### src/rtl/dm_port_arbiter_pkg.sv
// Shared definitions for the data-RAM port arbiter: read-return owner
// encodings, default starvation limit and the grant priority function.
package dm_port_arbiter_pkg;

   // Owner of the read data returning from the RAM in the current cycle
   typedef enum logic [1:0] {
      IDLE   = 2'd0,
      RD_MEM = 2'd1,
      RD_DBG = 2'd2
   } rd_owner_e;

   localparam int STARVE_LIMIT_DEF = 8;
   localparam int CNT_W_DEF        = 4;

   typedef struct packed {
      logic mem;
      logic dbg;
   } grant_t;

   // MEM has fixed priority; dbg wins when MEM is idle or dbg has starved.
   // 'en' kills both grants, which keeps the RAM quiet while in reset.
   function automatic grant_t arb_grant(
      input logic en,
      input logic mem_req,
      input logic dbg_req,
      input logic starve_hit
   );
      grant_t g;
      g.dbg = en & dbg_req & (~mem_req | starve_hit);
      g.mem = en & mem_req & ~g.dbg;
      return g;
   endfunction

endpackage

### src/rtl/dm_port_arbiter.sv
// Arbitrates the single synchronous-read data RAM port between the MEM stage
// (priority) and the debug requester. Grants are combinational; read data is
// routed back one cycle later to whichever requester issued the read.
module dm_port_arbiter
   import dm_port_arbiter_pkg::*;
#(
   parameter int STARVE_LIMIT = STARVE_LIMIT_DEF,
   parameter int CNT_W        = CNT_W_DEF
) (
   input  logic        clk,
   input  logic        resetn,
   input  logic        mem_req,
   input  logic [31:0] mem_addr,
   input  logic [3:0]  mem_wen,
   input  logic [31:0] mem_wdata,
   output logic        mem_gnt,
   output logic        mem_rvalid,
   output logic [31:0] mem_rdata,
   input  logic        dbg_req,
   input  logic [31:0] dbg_addr,
   input  logic [3:0]  dbg_wen,
   input  logic [31:0] dbg_wdata,
   output logic        dbg_gnt,
   output logic        dbg_rvalid,
   output logic [31:0] dbg_rdata,
   output logic [31:0] ram_addr,
   output logic [3:0]  ram_wen,
   output logic [31:0] ram_wdata,
   input  logic [31:0] ram_rdata
);

   rd_owner_e        r_rd_owner;
   rd_owner_e        w_rd_owner_nxt;
   logic [CNT_W-1:0] r_starve_cnt;
   logic [CNT_W-1:0] w_starve_cnt_nxt;
   logic             w_starve_hit;
   grant_t           w_gnt;

   assign w_starve_hit = (r_starve_cnt == CNT_W'(STARVE_LIMIT));
   // resetn gates the grant so nothing (in particular no write) reaches the RAM in reset
   assign w_gnt        = arb_grant(resetn, mem_req, dbg_req, w_starve_hit);

   // State register: read-return owner and dbg starvation counter
   always_ff @(posedge clk or negedge resetn) begin
      if (!resetn) begin
         r_rd_owner   <= IDLE;
         r_starve_cnt <= {CNT_W{1'b0}};
      end else begin
         r_rd_owner   <= w_rd_owner_nxt;
         r_starve_cnt <= w_starve_cnt_nxt;
      end
   end

   // Next state: owner follows this cycle's grant, counter tracks denied dbg cycles
   always_comb begin
      w_rd_owner_nxt   = IDLE;
      w_starve_cnt_nxt = r_starve_cnt;

      if (w_gnt.mem) begin
         if (mem_wen == 4'b0000) begin
            w_rd_owner_nxt = RD_MEM;
         end else begin
            w_rd_owner_nxt = IDLE;
         end
      end else if (w_gnt.dbg) begin
         if (dbg_wen == 4'b0000) begin
            w_rd_owner_nxt = RD_DBG;
         end else begin
            w_rd_owner_nxt = IDLE;
         end
      end else begin
         w_rd_owner_nxt = IDLE;
      end

      if (!dbg_req || w_gnt.dbg) begin
         w_starve_cnt_nxt = {CNT_W{1'b0}};
      end else if (!w_starve_hit) begin
         w_starve_cnt_nxt = r_starve_cnt + CNT_W'(1);
      end else begin
         w_starve_cnt_nxt = r_starve_cnt;
      end
   end

   // Outputs: grants, RAM steering and read-return valids
   always_comb begin
      mem_gnt    = w_gnt.mem;
      dbg_gnt    = w_gnt.dbg;
      ram_addr   = mem_addr;
      ram_wdata  = mem_wdata;
      ram_wen    = 4'b0000;
      mem_rvalid = 1'b0;
      dbg_rvalid = 1'b0;
      mem_rdata  = ram_rdata;
      dbg_rdata  = ram_rdata;

      if (w_gnt.mem) begin
         ram_addr  = mem_addr;
         ram_wdata = mem_wdata;
         ram_wen   = mem_wen;
      end else if (w_gnt.dbg) begin
         ram_addr  = dbg_addr;
         ram_wdata = dbg_wdata;
         ram_wen   = dbg_wen;
      end else begin
         ram_addr  = mem_addr;
         ram_wdata = mem_wdata;
         ram_wen   = 4'b0000;
      end

      case (r_rd_owner)
         RD_MEM:  mem_rvalid = 1'b1;
         RD_DBG:  dbg_rvalid = 1'b1;
         IDLE:    mem_rvalid = 1'b0;
         default: begin
            mem_rvalid = 1'b0;
            dbg_rvalid = 1'b0;
         end
      endcase
   end

endmodule

### config.mk
export PLATFORM = sky130hd
export DESIGN_NAME = dm_port_arbiter
export DESIGN_NICKNAME = d
export VERILOG_FILES = /design/src/rtl/dm_port_arbiter_pkg.sv /design/src/rtl/dm_port_arbiter.sv
export SDC_FILE = /design/constraint.sdc
export NUM_CORES = 1
export LEC_CHECK = 0
export CELL_PAD_IN_SITES_DETAIL_PLACEMENT = 1
export CELL_PAD_IN_SITES_GLOBAL_PLACEMENT = 1
export CORE_ASPECT_RATIO = 0.7
export CORE_MARGIN = 2
export CORE_UTILIZATION = 12
export CTS_BUF_LIST = sky130_fd_sc_hd__clkbuf_4 sky130_fd_sc_hd__clkbuf_8 sky130_fd_sc_hd__clkbuf_16
export DETAILED_ROUTE_END_ITERATION = 10
export PLACE_DENSITY_LB_ADDON = 0.2
export SYNTH_ARGS = -nofsm -noshare
export SYNTH_HDL_FRONTEND = slang
export SYNTH_SLANG_ARGS = --single-unit
### constraint.sdc
create_clock -name clk -period 2.43 [get_ports clk]
set_clock_uncertainty 0.1 [all_clocks]
set_input_delay 0.486 -clock clk [delete_from_list [all_inputs] [get_ports clk]]
set_output_delay 0.486 -clock clk [all_outputs]
set_load 0.05 [all_outputs]
==> run metrics <==
status finished, violations left; violated checks setup timing; Post-DRT Antenna Nets 0; site row count 36; unrepaired setup endpoints after global routing true; Lkg Pwr 1.86 nW; gr usage total 10.4%; Initial DRC Count 27; first-pass GRT wire length 12300 µm; non-filler cells, final 531; initial antenna violation count 0; Slew @ Worst Pin 0.512 ns; total power 1.42 mW; Die Y-Extent 103 µm; Max Cap Viol 0; hold slack 0.250 ns; starting density of the core 12.2%; number of remaining DRC errors 0; CTS tree done; Seq cells post-synth 6; Synth Area in XOR/XNOR 1.04%; CORE AREA 0.0138 mm²; largest net degree at the start of global routing 18; Avg Inst Size Synth 9.55 µm²; vias in the first global route 2151; Syn Nets 351; Final #Nets 517; chip width 146 µm; routed length per instance 16.7 µm; setup violators final 69; CP Max Fanout 8; hold crit path type in -> async; complex-gate fraction of the synthesized area 5.18%; Cell Chain, Critical Path inv_2, ha_4, nand3b_4, a21oi_4, buf_12, clkbuf_16, mux2_4, buf_8; Final Hold Viols 0; Synth Area in Adders 1.48%; Post-Synthesis Cells 177; Fmax 0.391 GHz; Post-synth top flop dfrtp_1; Final min period 2.56 ns; register area share after synthesis 8.88%; PortBufs 211; final period utilization 105%; placed instance count 517; worst relative slew slack 65.8%; count of different cell masters after synthesis 25; DR vias 1966; share of cells above drive strength 1 49.6%; CP Class reg -> out; Syn Std Cell Area 0.00169 mm²; hpwl dp 6170 µm; clock sink count 6; setup TNS -6.35 ns; crit path DAT 1.97 ns; worst vdd ir 0.000169 V; R2R cell count 8; setup ws final -0.131 ns; hold buffer count at cts 0; Req. time, crit path 1.84 ns; die area 0.0151 mm²; Simple-Gate Fraction of Synth Area 6.74%; CP max stage cell dfrtp_1; Boundary Pins 308; vias per cell 3.70; CTS Buf Count 3; clock-pin transition on the worst setup and hold timing paths 0.03 ns; DR pass1 iterations 4; Post-synth EDFFs 0; Async SR Flop Fraction 100%; root buf cell clkbuf_16; Final Wtd Congestion 0.719; Synth top area share 42.6%; dominant cells by area after synthesis mux2_2 43%, buf_4 28%, dfrtp_1 8.9%, buf_6 4.7%, a22o_1 2.1%; Critical Path Sink Type primary output; YS warnings 0; power per cell area 322 mW/mm²; CP peak stage delay 0.38 ns; Inserted Diodes 0; Final Max Slew Viols 0; gr ovfl total 0; area grow syn2layout 161%; post-synthesis mux area share 42.6%; Detailed Route WL 8860 µm; Longest Clk Path Bufs 2; clk_lat worst skew 0.23 ns; Setup crit start kind flop; H-tree levels 1; combinational family with the most area after synthesis multiplexers; post-synth top area cell mux2_2
area by class of cell:
| class | count | area, µm² |
|---|---|---|
| repair buffers | 233 | 2740 |
| multi-input cells | 96 | 1200 |
| well taps | 190 | 238 |
| clock buffers | 3 | 75.1 |
| flip-flops and latches | 6 | 150 |
| inverters | 3 | 11.3 |
| fillers | 1538 | 9410 |
power breakdown:
group	internal, mW	switching (mW)	leakage [nW]	total (mW)
sequential	0.105	0.00306	0.0817	0.108
combinational	0.564	0.488	1.74	1.05
clock	0.211	0.0523	0.0370	0.263
total	0.880	0.544	1.86	1.42
critical path, delay by kind of cell (launching register included):
kind            cells  cell delay [ns]
simple gates        1             0.09
flops               1             0.38
compound gates      1             0.20
fa+ha+maj           1             0.15
mux                 1             0.32
buf+inv             4             0.61
placed cells by master, fill, tap and decap left out, types with 2 or more instances in the layout:
cell type / instances
o21ai_0: 2
nand3_1: 3
mux2_2: 16
dfrtp_1: 6
and2_1: 2
buf_6: 23
nand4_1: 2
mux2_4: 48
buf_16: 4
clkdlybuf4s50_1: 138
a21oi_4: 2
buf_8: 44
inv_2: 2
nor2b_1: 2
a22o_4: 3
dlygate4sd2_1: 3
nor4_1: 2
buf_4: 10
clkbuf_16: 5
buf_12: 9
per-stage QoR:
| step | setup slack, ns | instance area [µm²] | util [%] |
|---|---|---|---|
| 3_3_place_gp | -0.257 | 3490 | 25.3 |
| 6_report | -0.131 | 4410 | 31.9 |
| 2_1_floorplan | 0.0421 | 1700 | - |
| 4_1_cts | -0.162 | 4290 | 31.0 |
| 3_5_place_dp | -0.231 | 3490 | 25.3 |
| 5_1_grt | -0.210 | 4410 | 31.9 |
cells in the mapped netlist (3+ instances only):
cell and count:
mux2_2 64, nand3_1 3, buf_6 7, inv_1 3, buf_4 64, dfrtp_1 6, a22o_1 4
timing repair:
| action | CTS | global route |
|---|---|---|
| cloned | 5 | 2 |
| pin swaps | 2 | 5 |
| setup buffers | 4 | 3 |
| gates resized for setup | 152 | 27 |
| setup endpoints to repair | 68 | 68 |
registers in the layout, summed over array words and instances, names as in the netlist:
signal and count:
r_starve_cnt 4, r_rd_owner 2
cell families after synthesis:
family          after synthesis
simple gates                 17
flops                         6
compound gates               11
mux                          64
buf+inv                      75
fa+ha+maj                     2
xor+xnor                      2
path summary, 6_finish.rpt:
kind                            startpoint              end  slack (ns)
hold / removal                      resetn  r_starve_cnt[1]        0.25
setup / recovery           r_starve_cnt[1]    ram_wdata[13]       -0.13
hold reg to reg            r_starve_cnt[2]  r_starve_cnt[2]        0.53
max in group asynchronous           resetn    r_rd_owner[0]        1.85
setup reg to reg           r_starve_cnt[1]    r_rd_owner[1]        0.75
min in group clk           r_starve_cnt[2]  r_starve_cnt[2]        0.53
layer usage:
layer	vias to the layer above	part of all wire [%]	global-route usage (%)
li1	890	-	-
met1	904	39	12.7
met2	165	47	16.8
met3	7	13	5.39
met4	0	0.47	1.21
met5	-	0	0
Note: power is estimated with default switching activity, not from simulation.
